`src/rtl/md_sequencer.sv`:
```
// Multiply/divide sequencer for EX: latches operands, drives the shared mul and
// div units, stalls EX while busy and issues a single-cycle HI/LO write.
//
// state | meaning
// IDLE  | waiting for a mul/div instruction
// MUL   | multiplier inputs held, counting down the fixed pipeline latency
// DIV   | divider started, waiting for div_ready
// DONE  | result in hi_r/lo_r, writing HI/LO unless downstream holds
module md_sequencer #(
   parameter int MUL_LAT = 2
) (
   input  logic        clk,
   input  logic        resetn,
   input  logic        op_valid,
   input  logic [1:0]  op_type,
   input  logic [31:0] src_a,
   input  logic [31:0] src_b,
   input  logic        ex_hold,
   input  logic        flush,
   output logic        mul_signed,
   output logic [31:0] mul_ina,
   output logic [31:0] mul_inb,
   input  logic [63:0] mul_result,
   output logic        div_start,
   output logic        div_signed,
   output logic [31:0] div_opdata1,
   output logic [31:0] div_opdata2,
   output logic        div_annul,
   input  logic [63:0] div_result,
   input  logic        div_ready,
   output logic        stallreq,
   output logic        hilo_we,
   output logic [31:0] hi_wdata,
   output logic [31:0] lo_wdata,
   output logic        busy
);

   typedef enum logic [1:0] {IDLE, MUL, DIV, DONE} state_t;

   state_t      state, state_nxt;
   logic [31:0] a_r, b_r, hi_r, lo_r;
   logic        sgn_r;
   logic [2:0]  cnt;
   logic        accept;

   assign accept = (state == IDLE) && op_valid && !flush;

   always_ff @(posedge clk) begin
      if (!resetn) begin
         state <= IDLE;
         a_r   <= '0;
         b_r   <= '0;
         hi_r  <= '0;
         lo_r  <= '0;
         sgn_r <= 1'b0;
         cnt   <= '0;
      end else begin
         state <= state_nxt;
         if (accept) begin
            a_r   <= src_a;
            b_r   <= src_b;
            sgn_r <= ~op_type[0];
            if (!op_type[1]) begin
               cnt <= 3'(MUL_LAT - 1);
            end else if (src_b == 32'd0) begin
               // divide by zero bypasses the divider entirely
               hi_r <= src_a;
               lo_r <= 32'hFFFF_FFFF;
            end
         end
         if (state == MUL && !flush) begin
            if (cnt == 3'd0) {hi_r, lo_r} <= mul_result;
            else             cnt <= cnt - 3'd1;
         end
         if (state == DIV && !flush && div_ready) {hi_r, lo_r} <= div_result;
      end
   end

   always_comb begin
      state_nxt   = state;
      mul_signed  = 1'b0;
      mul_ina     = '0;
      mul_inb     = '0;
      div_start   = 1'b0;
      div_signed  = 1'b0;
      div_opdata1 = '0;
      div_opdata2 = '0;
      div_annul   = 1'b0;
      stallreq    = 1'b0;
      hilo_we     = 1'b0;
      case (state)
         IDLE: begin
            stallreq = op_valid && !flush;
            if (accept) begin
               if (!op_type[1])          state_nxt = MUL;
               else if (src_b == 32'd0)  state_nxt = DONE;
               else                      state_nxt = DIV;
            end
         end
         MUL: begin
            stallreq   = 1'b1;
            mul_signed = sgn_r;
            mul_ina    = a_r;
            mul_inb    = b_r;
            if (flush)              state_nxt = IDLE;
            else if (cnt == 3'd0)   state_nxt = DONE;
         end
         DIV: begin
            stallreq    = 1'b1;
            div_signed  = sgn_r;
            div_opdata1 = a_r;
            div_opdata2 = b_r;
            div_start   = !div_ready;
            if (flush) begin
               div_annul = 1'b1;
               state_nxt = IDLE;
            end else if (div_ready) begin
               state_nxt = DONE;
            end
         end
         DONE: begin
            if (flush) begin
               state_nxt = IDLE;
            end else if (!ex_hold) begin
               hilo_we   = 1'b1;
               state_nxt = IDLE;
            end
         end
         default: state_nxt = IDLE;
      endcase
   end

   assign hi_wdata = hi_r;
   assign lo_wdata = lo_r;
   assign busy     = (state != IDLE);

endmodule

```
`config.mk`:
```
export PLATFORM = sky130hd
export DESIGN_NAME = md_sequencer
export DESIGN_NICKNAME = d
export VERILOG_FILES = /design/src/rtl/md_sequencer.sv
export SDC_FILE = /design/constraint.sdc
export NUM_CORES = 1
export LEC_CHECK = 0
export ABC_AREA = 1
export BUFFER_PORTS_ARGS = -buffer_cell sky130_fd_sc_hd__clkbuf_2
export CAP_MARGIN = 20
export CORE_AREA = 5 5 154 156
export CTS_CLUSTER_DIAMETER = 30
export CTS_CLUSTER_SIZE = 20
export DETAILED_ROUTE_END_ITERATION = 7
export DIE_AREA = 0 0 159 161
export GPL_TIMING_DRIVEN = 0
export PLACE_DENSITY_LB_ADDON = 0.12
export SYNTH_ARGS = -nofsm -noshare
export SYNTH_HDL_FRONTEND = slang
export SYNTH_SLANG_ARGS = --single-unit
```
`constraint.sdc`:
```
create_clock -name clk -period 1.8 [get_ports clk]
set_input_delay 0.27 -clock clk [delete_from_list [all_inputs] [get_ports clk]]
set_output_delay 0.27 -clock clk [all_outputs]
set_load 0.03 [all_outputs]
```
==> flow_metrics.env <==
export IMPL_crit_type="register to primary output"
export IMPL_fmax_ghz=0.5116
export IMPL_grt_use_met3=0.06456
export IMPL_reg2regPathDepth=14
export IMPL_drt_iter0_markers=567
export IMPL_setup_ws_ps=-154.5
export IMPL_grt_met1_usage=0.2899
export IMPL_grt_overflow=0
export IMPL_portBuffers=397
export IMPL_worstPathArrival_ps=1680
export IMPL_die_area_sq_mm=0.02560
export IMPL_syn_instance_count=1206
export IMPL_cts_root_buf="clkbuf_16"
export IMPL_n_antenna_cell=0
export IMPL_cts_tree="done"
export IMPL_synthDistinctLibCells=27
export IMPL_min_period_ps=1955
export IMPL_insertion_delay_ps=420
export IMPL_cp_slowest_cell="dfxtp_4"
export IMPL_first_global_vias=8916
export IMPL_total_power_mw=15.45
export IMPL_synth_warnings=0
export IMPL_vias=9430
export IMPL_clkSinkCount=134
export IMPL_firstDrtPassIters=5
export IMPL_timing_final_crit_share=1.086
export IMPL_report_final_slew_viol_count=0
export IMPL_cts_inserted_buffers=17
export IMPL_p_int_mw=9.088
export IMPL_setup_violations_final=174
export IMPL_power_frac_seq=0.266
export IMPL_die_x_um=159
export IMPL_power_density_mw_per_mm2=1156
export IMPL_track_usage=0.2354
export IMPL_hold_path_class="primary input to register"
export IMPL_detail_route_antenna_nets=0
export IMPL_place_gp_congestion=0.8835
export IMPL_die_h_um=161
export IMPL_synth_edf_count=0
export IMPL_busiest_layer="met2"
export IMPL_r2r_end="hi_wdata[18]"
export IMPL_crit_required_ps=1530
export IMPL_clockBufferDepth=2
export IMPL_skew_ps=9.109
export IMPL_cp_start_kind="register"
export IMPL_cp_cell_sequence="inv_4 -> ha_4 -> clkbuf_16 -> clkbuf_16 -> nand2_2 -> inv_2 -> buf_8"
export IMPL_r2r_start="state[0]"
export IMPL_end_kind="primary output"
export IMPL_hold_depth=2
export IMPL_maxCapViolCount=0
export IMPL_p_leak_nw=7.329
export IMPL_netlist_area_sq_mm=0.007433
export IMPL_synth_fp_nets=1413
export IMPL_switching_share=0.4120
export IMPL_crit_fanout=6
export IMPL_startpoint="state[1]"
export IMPL_hold_viol_final=0
export IMPL_avgSynthCellArea_sq_um=6.164
export IMPL_dp_cells=1888
export IMPL_synth_seq_area_share=0.3609
export IMPL_pwr_share_comb=0.488
export IMPL_ys_seq_elements=134
export IMPL_final_util=0.6013
export IMPL_grt_pass1_wl_mm=48.44
export IMPL_rsz0062_at_grt="true"
export IMPL_slowest_delay_ps=360
export IMPL_violations="setup timing"
export IMPL_grt_max_degree=17
export IMPL_final_fill_count=2033
export IMPL_tightest_slew_ps=747.4
export IMPL_dpl_hpwl_mm=24.12
export IMPL_r2r_slack_ps=-120
export IMPL_async_flop_share=0
export IMPL_antenna_found_initial=1
export IMPL_slew_limit_headroom=0.5017
export IMPL_crit_end="mul_ina[10]"
export IMPL_avgViaCountPerCell=4.826
export IMPL_clkTransAtPathRegs_ps=60
export IMPL_pre_cts_slack_ps=-538.6
export IMPL_final_layout_size_suffix_gt1_frac=0.5087
export IMPL_htree_num_levels=4
export IMPL_wl_mm=34.27
export IMPL_crit_path_frequent_cell="clkbuf_16"
export IMPL_nets=1863
export IMPL_start_util=0.3344
export IMPL_status="finished with violations"
export IMPL_core_area_sq_mm=0.02223
export IMPL_std_cell_rows=55
export IMPL_peakVddDrop_mv=0.5504
export IMPL_use_met2=0.4025
export IMPL_whs_ps=18.17
export IMPL_switching_power_mw=6.366
export IMPL_synth_flop_cell="dfxtp_1"
export IMPL_ios=399
export IMPL_p_clk_frac=0.246
export IMPL_drc_errors=0
export IMPL_instances_no_fill=1954
export IMPL_holdBufCountCts=0
export IMPL_layout_area_overhead_vs_synth_pct=79.80
export IMPL_wire_per_inst_um=17.54
[routing by layer]
metal  part of all wire  up-vias  wire length (um)
met5            0.00038        -                13
li1                   -     4603                 -
met4              0.028        2               970
met1               0.41     4377             14040
met3              0.068       67              2346
met2               0.49      381             16890
[state kept, by name (all words and copies together) (netlist names)]
name,flops
a_r,32
b_r,32
hi_wdata,32
lo_wdata,32
cnt,3
state,2
sgn_r,1
[power by group through the flow]
stage / clock network [mW] / registers, mW / logic [mW]
floorplan: 0 / 4.57 / 2.80
global placement: 0 / 4.03 / 4.95
finish: 3.80 / 4.11 / 7.55
detailed placement: 0 / 4.03 / 4.97
CTS: 3.86 / 4.01 / 6.00
global route: 3.98 / 4.17 / 8.10
[cells in the mapped netlist (2+ instances only)]
| library cell | count | share of area |
|---|---|---|
| nand2_1 | 266 | 0.13 |
| inv_1 | 239 | 0.12 |
| o21ai_0 | 138 | 0.093 |
| dfxtp_1 | 134 | 0.36 |
| nor2_1 | 119 | 0.060 |
| a21oi_1 | 93 | 0.063 |
| nand3_1 | 57 | 0.038 |
| clkbuf_1 | 48 | 0.024 |
| o21ai_1 | 28 | 0.019 |
| buf_2 | 22 | 0.015 |
| nand2_2 | 11 | 0.0093 |
| a21oi_2 | 10 | 0.012 |
| nand3_2 | 10 | 0.013 |
| ha_1 | 7 | 0.012 |
| buf_6 | 6 | 0.0091 |
| buf_1 | 3 | 0.0015 |
| inv_2 | 3 | 0.0015 |
| buf_4 | 2 | 0.0020 |
| nor3_1 | 2 | 0.0013 |
[stage by stage]
stage               instance area [sq um]  TNS (ps)
global placement                     9777    -53890
finish                              13370    -14120
detailed placement                   9777    -52290
floorplan                            7433         0
global route                        13370    -26070
CTS                                 11930    -12200
[worst max-delay path, delay by kind of cell (launching register included)]
family / cells / cell delay (ps)
adders and majority gates: 1 / 200
and+or+nand+nor: 1 / 70
buffers and inverters: 5 / 630
DFF: 1 / 360
[worst min-delay path by stage]
stage / from / to / slack, ps
6_report: op_type[0] / sgn_r / 20
5_1_grt: op_type[0] / sgn_r / 7
2_1_floorplan: op_type[0] / sgn_r / 360
3_5_place_dp: op_type[0] / sgn_r / 460
4_1_cts: op_type[0] / sgn_r / 5
3_3_place_gp: op_type[0] / sgn_r / 450
[placed cells by master (no fill, tap or decap), drive strengths merged]
master    instances
clkbuf          358
o21ai           166
ha                7
a211oi            1
xor2              1
bufinv            4
nor3              2
dfxtp           134
clkinv            3
a31oi             1
nand2           281
nor2            122
buf             173
a21oi           103
or2               1
nand3            67
inv             243
clkinvlp          2
[repair_timing]
| item | 4_1_cts | 5_1_grt |
|---|---|---|
| endpoints found under the setup margin | 217 | 252 |
| cloned | 4 | 13 |
| pin swaps | 7 | 62 |
| gates resized for setup | 326 | 527 |
| buffers inserted | 13 | 7 |
[logic make-up (layout without fill, tap and decap cells)]
family                   after synthesis  count (layout)  share of synthesized area
adder cells (fa/ha/maj)                7               7                    0.01178
AO/OA/AOI/OAI                        271             271                     0.1880
flip-flops                           134             134                     0.3609
buffers and inverters                323             783                     0.1739
XOR/XNOR                               1               1                   0.001178
AND/OR/NAND/NOR                      470             473                     0.2643
[cell type report]
class	instances	area, sq um	area share
multi-input combinational	752	4461	0.3337
timing repair buffer	431	3631	0.2717
sequential	134	2690	0.2013
inverter	242	918.4	0.06871
buffer	78	674.4	0.05046
clock buffer	22	464.2	0.03473
tap	285	356.6	0.02668
clock inverter	10	170.2	0.01273
Power figures use the tool's default switching activity.
